`config.mk`:
```
export PLATFORM = sky130hd
export DESIGN_NAME = div_softmax_pipe
export DESIGN_NICKNAME = d
export VERILOG_FILES = /design/src/rtl/div_softmax_pipe.sv
export SDC_FILE = /design/constraint.sdc
export NUM_CORES = 1
export LEC_CHECK = 0
export ABC_AREA = 1
export CORE_MARGIN = 2
export CORE_UTILIZATION = 30
export DETAILED_ROUTE_END_ITERATION = 8
export DONT_BUFFER_PORTS = 1
export GPL_ROUTABILITY_DRIVEN = 1
export SKIP_LAST_GASP = 1
export SYNTH_ARGS = -nofsm -noshare
export SYNTH_HDL_FRONTEND = slang
export SYNTH_SLANG_ARGS = --single-unit
```
`constraint.sdc`:
```
create_clock -name aclk -period 3.5 [get_ports aclk]
set_clock_uncertainty 0.05 [all_clocks]
set_input_delay 0.7 -clock aclk [delete_from_list [all_inputs] [get_ports aclk]]
set_output_delay 0.7 -clock aclk [all_outputs]
set_load 0.1 [all_outputs]
```
`src/rtl/div_softmax_pipe.sv`:
```
// Softmax normalisation divider: dividend / 2^(exp - BIAS), saturated to OUT_W bits,
// behind a 2-stage AXI-stream pipeline with backpressure and a sticky saturation counter.
module div_softmax_pipe #(
    parameter int DIV_W      = 24,
    parameter int EXP_W      = 8,
    parameter int OUT_W      = 16,
    parameter int BIAS       = 4,
    parameter int EXP_MIN    = -12,
    parameter int MAX_RSHIFT = 4,
    parameter int ROUND_EN   = 0,
    parameter int CNT_W      = 16
) (
    input  logic               aclk,
    input  logic               rst,
    input  logic               s_tvalid,
    output logic               s_tready,
    input  logic [EXP_W-1:0]   s_exp,
    input  logic [DIV_W-1:0]   s_dividend,
    input  logic               s_tlast,
    output logic               m_tvalid,
    input  logic               m_tready,
    output logic [OUT_W-1:0]   m_tdata,
    output logic               m_tlast,
    output logic               m_tsat,
    input  logic               clr_stats,
    output logic [CNT_W-1:0]   sat_cnt
);

    localparam int IW = DIV_W + BIAS - EXP_MIN;

    localparam logic signed [EXP_W:0] EMIN_S = (EXP_W+1)'(EXP_MIN);
    localparam logic signed [EXP_W:0] BIAS_S = (EXP_W+1)'(BIAS);
    localparam logic signed [EXP_W:0] MAXR_S = (EXP_W+1)'(MAX_RSHIFT);
    localparam logic signed [EXP_W:0] ZERO_S = '0;
    localparam logic [EXP_W:0]        ONE_U  = (EXP_W+1)'(1);

    logic               v1_q, v2_q;
    logic [IW-1:0]      d1_q;
    logic               last1_q;
    logic [OUT_W-1:0]   tdata_q;
    logic               tlast_q;
    logic               tsat_q;
    logic [CNT_W-1:0]   sat_cnt_q;

    logic               adv1, adv2;
    logic signed [EXP_W:0] exp_ext, e_eff;
    logic [EXP_W:0]     rsh, lsh;
    logic [IW-1:0]      div_ext, rnd, shift_d;
    logic               sat_d;
    logic [OUT_W-1:0]   tdata_d;
    logic [CNT_W-1:0]   sat_cnt_d;

    assign adv2     = !v2_q || m_tready;
    assign adv1     = !v1_q || adv2;
    assign s_tready = adv1;

    // Stage 1: clamp/bias the exponent and apply the shift; one of rsh/lsh is always zero.
    always_comb begin
        exp_ext = {s_exp[EXP_W-1], s_exp};
        e_eff   = (exp_ext <= EMIN_S) ? (EMIN_S - BIAS_S) : (exp_ext - BIAS_S);
        div_ext = IW'(s_dividend);
        rsh     = '0;
        lsh     = '0;
        if (e_eff > MAXR_S) begin
            rsh = MAXR_S;
        end else if (e_eff > ZERO_S) begin
            rsh = e_eff;
        end else begin
            lsh = -e_eff;
        end
        rnd = '0;
        if (ROUND_EN != 0 && rsh != '0) begin
            rnd = IW'(1) << (rsh - ONE_U);
        end
        shift_d = ((div_ext + rnd) >> rsh) << lsh;
    end

    // Stage 2: any bit above the output width means saturation.
    always_comb begin
        sat_d   = |d1_q[IW-1:OUT_W];
        tdata_d = sat_d ? {OUT_W{1'b1}} : d1_q[OUT_W-1:0];
    end

    always_comb begin
        sat_cnt_d = sat_cnt_q;
        if (clr_stats) begin
            sat_cnt_d = '0;
        end else if (m_tvalid && m_tready && m_tsat && !(&sat_cnt_q)) begin
            sat_cnt_d = sat_cnt_q + CNT_W'(1);
        end
    end

    always_ff @(posedge aclk) begin
        if (rst) begin
            v1_q      <= 1'b0;
            v2_q      <= 1'b0;
            d1_q      <= '0;
            last1_q   <= 1'b0;
            tdata_q   <= '0;
            tlast_q   <= 1'b0;
            tsat_q    <= 1'b0;
            sat_cnt_q <= '0;
        end else begin
            if (adv1) begin
                v1_q    <= s_tvalid;
                d1_q    <= shift_d;
                last1_q <= s_tlast;
            end
            if (adv2) begin
                v2_q    <= v1_q;
                tdata_q <= tdata_d;
                tlast_q <= last1_q;
                tsat_q  <= sat_d;
            end
            sat_cnt_q <= sat_cnt_d;
        end
    end

    assign m_tvalid = v2_q;
    assign m_tdata  = tdata_q;
    assign m_tlast  = tlast_q;
    assign m_tsat   = tsat_q;
    assign sat_cnt  = sat_cnt_q;

endmodule

```
==> results of run 1 <==
layout by cell type, fill, tap and decap left out, types with 14 or more instances in the layout:
cell	instances
sky130_fd_sc_hd__a21oi_1	60
sky130_fd_sc_hd__nand3_2	137
sky130_fd_sc_hd__buf_12	14
sky130_fd_sc_hd__nand3_1	126
sky130_fd_sc_hd__nand2_2	58
sky130_fd_sc_hd__buf_4	51
sky130_fd_sc_hd__dfxtp_1	77
sky130_fd_sc_hd__o21ai_0	32
sky130_fd_sc_hd__inv_1	73
sky130_fd_sc_hd__nand4_1	44
sky130_fd_sc_hd__nor2_1	43
sky130_fd_sc_hd__nand2_1	186
final cells by class:
class                   instances  area [um2]  share of cell area
repair buffers                 74         820              0.0996
clock buffers                  10         239              0.0290
well taps                     265         332              0.0403
multi-input cells             783        4870               0.592
flip-flops and latches         77        1540               0.187
inverters                      86         333              0.0404
clock inverters                 6        93.8              0.0114
timing repair:
item / CTS / global route
resized for setup: 0 / 218
setup buffers: 0 / 7
setup endpoints to repair: 0 / 39
hold buffers: 0 / 0
power groups by stage:
stage / combinational, mW / clock (mW) / sequential (mW)
final: 1.06 / 1.03 / 1.17
after CTS: 0.890 / 1.05 / 1.17
after floorplan: 0.631 / 0 / 1.19
after global placement: 0.885 / 0 / 1.18
after detailed placement: 0.887 / 0 / 1.18
after global routing: 1.16 / 1.09 / 1.17
logic make-up after synthesis:
group,share of synthesized area
simple gates,0.515
fa+ha+maj,0.00829
buf+inv,0.107
compound gates,0.107
flops,0.255
xor+xnor,0.00850
final timing paths:
path | from | end | slack, ps | cells past startpoint
setup / recovery | s_exp[2] | d1_q[35] | 80 | 31
hold / removal | rst | m_tvalid | 380 | 1
setup reg to reg | m_tvalid | d1_q[15] | 1080 | 11
hold reg to reg | d1_q[9] | d1_q[9] | 410 | 2
worst register-to-register path: cells and delay by family (launching register included):
family	cells	cell delay, ps
simple gates	5	730
flops	1	320
buf+inv	5	1080
compound gates	1	150
metal layers:
| layer | track usage | vias to the layer above | share of wire |
|---|---|---|---|
| met4 | 0.0314 | 0 | 0.015 |
| li1 | - | 3479 | - |
| met3 | 0.0323 | 28 | 0.055 |
| met2 | 0.292 | 214 | 0.50 |
| met5 | 0 | - | 0 |
| met1 | 0.208 | 3348 | 0.43 |
registers in the layout, indices dropped and copies added, names as in the netlist:
signal / flops
m_tdata: 16
m_tlast: 1
v1_q: 1
d1_q: 40
m_tsat: 1
sat_cnt: 16
m_tvalid: 1
last1_q: 1
stage by stage:
stage	setup TNS [ps]	hold slack [ps]	cell area, um2
floorplan	-1940	386	6100
global placement	-5470	394	6710
detailed placement	-7200	397	6710
CTS	0	372	7040
global route	-2750	363	8230
finish	0	380	8230
==> summary.txt, run 1 <==
DIE
--------------------------------------------------------------------------------------------------------
Overall die height ........................................................................       146 um
Die footprint .............................................................................    21300 um2
Core area .................................................................................    19600 um2
Std cell rows .............................................................................           51
Effective utilization at floorplan ........................................................        0.308
Num ports .................................................................................           74
Horizontal die dimension ..................................................................       146 um

POWER
--------------------------------------------------------------------------------------------------------
Combinational group share of total power ..................................................        0.326
Net switching power of the design .........................................................      1.27 mW
Sw Ratio ..................................................................................        0.390
P_int .....................................................................................      1.99 mW
Worst supply voltage drop on vdd ..........................................................   0.000269 V
Share of total power in the clock network .................................................        0.316
Overall power consumption .................................................................      3.26 mW
Total leakage power .......................................................................      3.54 nW
Power density of the placed cells .........................................................   396 nW/um2
Seq pwr share .............................................................................        0.358

GLOBAL ROUTE
--------------------------------------------------------------------------------------------------------
Initial antenna violation count ...........................................................            0
Global-route wire length before repair ....................................................      30.0 mm
Vias in the first global route ............................................................         6293
Overall global routing resource usage .....................................................        0.165
Total congestion overflow after global routing ............................................            0
Pin count of the biggest net entering global routing ......................................           49

PLACE
--------------------------------------------------------------------------------------------------------
DP Wirelength .............................................................................      13.6 mm
Input/output buffers ......................................................................            0
Number of placed instances with taps included .............................................         1269
Worst slack after detailed placement ......................................................      -256 ps
Final RePlAce weighted congestion .........................................................        0.869

WORST HOLD PATH
--------------------------------------------------------------------------------------------------------
Worst min-delay path class ................................................................       in2reg

WORST SETUP PATH
--------------------------------------------------------------------------------------------------------
Largest fanout on the critical path .......................................................            6
Arrival time at the worst endpoint ........................................................      3640 ps
Cell family contributing the most delay on the critical path .............................. simple AND/OR/NAND/NOR gates
Worst setup path category .................................................................       in2reg
Kind of start point of the critical path ..................................................    input pin
Largest stage delay on the critical path ..................................................       180 ps
Crit-path slowest cell .................................................................... sky130_fd_sc_hd__a21oi_2
Crit path buffers/inverters ...............................................................            7
Critical Path End Type ....................................................................     register
Required time of the worst setup path .....................................................      3720 ps

STA
--------------------------------------------------------------------------------------------------------
RSZ-0062 raised after global routing ......................................................         true
Max Transition Viols Final ................................................................            0
Highest achievable clock rate .............................................................      293 MHz
Minimum clock period after layout .........................................................      3420 ps
Least-Margin Pin Slew .....................................................................      1000 ps
Headroom to the max-slew limit ............................................................        0.331
Post-layout worst setup margin ............................................................      82.1 ps
Setup-violating endpoint count in the final report ........................................            0
Hold violation total from the final report ................................................            0
Crit share post-route .....................................................................        0.977

LOGIC SYNTHESIS
--------------------------------------------------------------------------------------------------------
Post-Synthesis Net Count ..................................................................         1047
Syn Std Cell Area .........................................................................     6040 um2
Synth Flop Type ........................................................................... sky130_fd_sc_hd__dfxtp_1
Count of unique library cells instantiated by Yosys .......................................           41
Most used standard cell by instance count after synthesis ................................. sky130_fd_sc_hd__nand3_1
Yosys warns ...............................................................................            0
Synth top area share ......................................................................        0.255
Post-synthesis cell type with the largest combined area ................................... sky130_fd_sc_hd__dfxtp_1
Mean area per synthesized cell ............................................................     6.01 um2
Fraction of the yosys area taken by sequential cells ......................................        0.255
Post-synth ARST share .....................................................................            0
Most common library cells after synthesis ................................................. sky130_fd_sc_hd__nand3_1, sky130_fd_sc_hd__nand2_1, sky130_fd_sc_hd__inv_1, sky130_fd_sc_hd__dfxtp_1, sky130_fd_sc_hd__a21oi_1
Post-synthesis register bit count .........................................................           77
Area contributors post-synth .............................................................. sky130_fd_sc_hd__dfxtp_1, sky130_fd_sc_hd__nand3_1, sky130_fd_sc_hd__nand2_1
Number of enable flip-flop cells after synthesis ..........................................            0
Post-synthesis cell count .................................................................         1005

CELLS AND AREA
--------------------------------------------------------------------------------------------------------
Layout Nets ...............................................................................         1073
Area growth syn-to-layout .................................................................        36.3%
Number of inserted filler cells in the final layout .......................................         2036
Non-filler instance count after layout ....................................................         1301
Share of post-route cells with drive strength above 1 .....................................        0.337
Antenna Cells .............................................................................            0
Fraction of the core area covered by cells at the end of the flow .........................        0.420

CLOCK TREE
--------------------------------------------------------------------------------------------------------
Clock tree from TritonCTS .................................................................         done
CTS root buffer ........................................................................... sky130_fd_sc_hd__clkbuf_16
Post-CTS clock slew at the launch and capture registers of the worst setup and hold paths .        60 ps
Clock sink total ..........................................................................           77
H-tree level count ........................................................................            3
Number of buffers added by the clock tree synthesis step ..................................            9
Skew-Pair Late Insertion Delay ............................................................       340 ps
Maximum number of buffers from clock root to sink .........................................            2

ROUTE
--------------------------------------------------------------------------------------------------------
Routed Wire Length ........................................................................      20.0 mm
Vias per std cell .........................................................................         5.43
Detailed-route DRC error count ............................................................            0
DR WL/cell ................................................................................      15.4 um
Number of design-rule violations left by the first detailed-router iteration ..............          662
DR pass1 iterations .......................................................................            5
Vias after detailed routing ...............................................................         7069
Antenna Violating Nets Remaining ..........................................................            0

OUTCOME
--------------------------------------------------------------------------------------------------------
Run status ................................................................................ complete, no violations

FLOW RUN
--------------------------------------------------------------------------------------------------------
Max capacitance violation total ...........................................................            0

Power figures use the tool's default switching activity.
==> inputs of run 2 (changes only) <==
Settings changed: CORE_UTILIZATION 30 to 59, PLACE_DENSITY set to 0.78.
==> summary.txt, run 2 (same netlist as run 1, synthesis figures left out) <==
ROUTE
--------------------------------------------------------------------------------------------------------
Number of design-rule violations left by the first detailed-router iteration ..............          957   was 662
Vias per std cell .........................................................................         6.44   was 5.43
Detailed-route DRC error count ............................................................            0   unchanged
Routed Wire Length ........................................................................      20.4 mm   was 20.0 mm
DR WL/cell ................................................................................      17.4 um   was 15.4 um
DR pass1 iterations .......................................................................            5   unchanged
Vias after detailed routing ...............................................................         7562   was 7069
Antenna Violating Nets Remaining ..........................................................            0   unchanged

DIE
--------------------------------------------------------------------------------------------------------
Effective utilization at floorplan ........................................................        0.612   was 0.308
Die footprint .............................................................................    11100 um2   was 21300 um2
Horizontal die dimension ..................................................................       105 um   was 146 um
Num ports .................................................................................           74   unchanged
Std cell rows .............................................................................           36   was 51
Overall die height ........................................................................       105 um   was 146 um
Core area .................................................................................     9860 um2   was 19600 um2

CELLS AND AREA
--------------------------------------------------------------------------------------------------------
Register with the most flip-flops .........................................................         d1_q   unchanged
Max FFs per register ......................................................................           40   unchanged
Share of post-route cells with drive strength above 1 .....................................        0.328   was 0.337
Commonest cells after routing, fill and taps aside ........................................ sky130_fd_sc_hd__nand2_1, sky130_fd_sc_hd__nand3_1, sky130_fd_sc_hd__nand3_2   was sky130_fd_sc_hd__nand2_1, sky130_fd_sc_hd__nand3_2, sky130_fd_sc_hd__nand3_1
Fraction of the core area covered by cells at the end of the flow .........................        0.795   was 0.420
Antenna Cells .............................................................................            0   unchanged
Most common library cell in the layout ignoring fill and taps ............................. sky130_fd_sc_hd__nand2_1   unchanged
Area growth syn-to-layout .................................................................        29.9%   was 36.3%
Number of inserted filler cells in the final layout .......................................          691   was 2036
Layout Nets ...............................................................................         1078   was 1073

POWER
--------------------------------------------------------------------------------------------------------
Overall power consumption .................................................................      2.87 mW   was 3.26 mW
P_int .....................................................................................      1.60 mW   was 1.99 mW
Net switching power of the design .........................................................      1.27 mW   about the same
Total leakage power .......................................................................      3.46 nW   was 3.54 nW
Worst supply voltage drop on vdd ..........................................................   0.000337 V   was 0.000269 V
Combinational group share of total power ..................................................        0.379   was 0.326
Seq pwr share .............................................................................        0.406   was 0.358
Share of total power in the clock network .................................................        0.215   was 0.316
Power density of the placed cells .........................................................   366 nW/um2   was 396 nW/um2
Sw Ratio ..................................................................................        0.443   was 0.390

WORST SETUP PATH
--------------------------------------------------------------------------------------------------------
Crit-path slowest cell .................................................................... sky130_fd_sc_hd__nor2_4   was sky130_fd_sc_hd__a21oi_2
Critical Path End Type ....................................................................     register   unchanged
Arrival time at the worst endpoint ........................................................      3820 ps   was 3640 ps
CP most frequent cell ..................................................................... sky130_fd_sc_hd__nand3_2
Largest stage delay on the critical path ..................................................       250 ps   was 180 ps
Largest fanout on the critical path .......................................................            7   was 6
Required time of the worst setup path .....................................................      3740 ps   was 3720 ps
Worst setup path category .................................................................       in2reg   unchanged
Kind of start point of the critical path ..................................................    input pin   unchanged

CLOCK TREE
--------------------------------------------------------------------------------------------------------
Clock sink total ..........................................................................           77   unchanged
Number of buffers added by the clock tree synthesis step ..................................            9   unchanged
H-tree level count ........................................................................            3   unchanged
Post-CTS clock slew at the launch and capture registers of the worst setup and hold paths .        80 ps   was 60 ps
Number of buffers added to fix hold violations after cts ..................................            0   unchanged
Maximum number of buffers from clock root to sink .........................................            2   unchanged
Skew-Pair Late Insertion Delay ............................................................       360 ps   was 340 ps
CTS root buffer ........................................................................... sky130_fd_sc_hd__clkbuf_8   was sky130_fd_sc_hd__clkbuf_16
Clock tree from TritonCTS .................................................................         done   unchanged

STA
--------------------------------------------------------------------------------------------------------
Highest achievable clock rate .............................................................      280 MHz   was 293 MHz
Minimum clock period after layout .........................................................      3580 ps   was 3420 ps
Max Transition Viols Final ................................................................            0   unchanged
Hold violation total from the final report ................................................            0   unchanged
Least-Margin Pin Slew .....................................................................      1000 ps   about the same
Crit share post-route .....................................................................         1.02   was 0.977
Headroom to the max-slew limit ............................................................        0.331   about the same
Post-layout worst setup margin ............................................................     -75.2 ps   was 82.1 ps
RSZ-0062 raised after global routing ......................................................         true   unchanged
Setup-violating endpoint count in the final report ........................................           19   was 0

GLOBAL ROUTE
--------------------------------------------------------------------------------------------------------
Overall global routing resource usage .....................................................        0.303   was 0.165
Total congestion overflow after global routing ............................................            0   unchanged
Global-route wire length before repair ....................................................      28.1 mm   was 30.0 mm
Pin count of the biggest net entering global routing ......................................           49   unchanged
Vias in the first global route ............................................................         6019   was 6293
Initial antenna violation count ...........................................................            0   unchanged

WORST HOLD PATH
--------------------------------------------------------------------------------------------------------
Worst min-delay path class ................................................................       in2reg   unchanged

PLACE
--------------------------------------------------------------------------------------------------------
DP Wirelength .............................................................................      13.0 mm   was 13.6 mm
Input/output buffers ......................................................................            0   unchanged
Final RePlAce weighted congestion .........................................................         1.02   was 0.869
Worst slack after detailed placement ......................................................      -359 ps   was -256 ps

OUTCOME
--------------------------------------------------------------------------------------------------------
Violated checks ........................................................................... setup timing
Run status ................................................................................ complete, but fails checks   was complete, no violations

FLOW RUN
--------------------------------------------------------------------------------------------------------
Max capacitance violation total ...........................................................            0   unchanged

==> run 2: cell types whose count changed in the layout (fill, tap and decap cells not counted), moves of 3 or more <==
cell                        before  now
sky130_fd_sc_hd__buf_4          51   56
sky130_fd_sc_hd__buf_6           5    8
sky130_fd_sc_hd__clkbuf_16      13    2
sky130_fd_sc_hd__clkbuf_8        1    9
sky130_fd_sc_hd__nand3_1       126  135
sky130_fd_sc_hd__nand3_2       137  127
==> run 2: metrics by stage <==
step / setup TNS (ps) / cells / hold slack (ps) / cell area (um2)
finish: -476 / 1174 / 353 / 7840
global route: -7950 / 1174 / 339 / 7840
CTS: 0 / 1161 / 349 / 6760
detailed placement: -11130 / 1145 / 397 / 6590
global placement: -6450 / 1145 / 395 / 6590
floorplan: -1940 / 1005 / 386 / 6100
==> run 2: final cells by class <==
type                       instances  area (um2)  share of cell area
inverter                          86         333              0.0424
clock buffer                       9         124              0.0158
tap                              133         166              0.0212
clock inverter                     7        50.0             0.00638
multi-input combinational        783        4810               0.614
timing repair buffer              79         816               0.104
sequential                        77        1540               0.197
==> run 2: final timing paths <==
| path | start | end | cells past startpoint | slack, ps |
|---|---|---|---|---|
| hold reg to reg | d1_q[14] | d1_q[14] | 2 | 410 |
| setup reg to reg | sat_cnt[0] | sat_cnt[11] | 14 | 1050 |
| setup / recovery | s_exp[2] | d1_q[36] | 30 | -80 |
| hold / removal | rst | m_tsat | 1 | 350 |
==> run 2: power groups by stage <==
stage	clock [mW]	combinational (mW)	sequential [mW]
floorplan	0	0.631	1.19
global placement	0	0.861	1.18
detailed placement	0	0.868	1.18
CTS	0.624	0.870	1.16
global route	0.657	1.17	1.17
finish	0.617	1.09	1.16
==> run 2: critical path: cells and delay by family <==
family,cells,cell delay [ps]
adders and majority gates,2,270
buffers and inverters,5,400
AOI/OAI and AO/OA,1,160
and+or+nand+nor,22,2270
==> run 2: layer usage <==
| metal | vias up | global-route usage | share of wire |
|---|---|---|---|
| met1 | 3391 | 0.424 | 0.40 |
| met4 | 0 | 0.0962 | 0.045 |
| met5 | - | 0 | 0 |
| li1 | 3486 | - | - |
| met2 | 566 | 0.479 | 0.45 |
| met3 | 119 | 0.0449 | 0.11 |
==> run 2: what timing repair did <==
action	4_1_cts	5_1_grt
buffers inserted	0	8
setup endpoints to repair	0	40
resized for setup	0	211
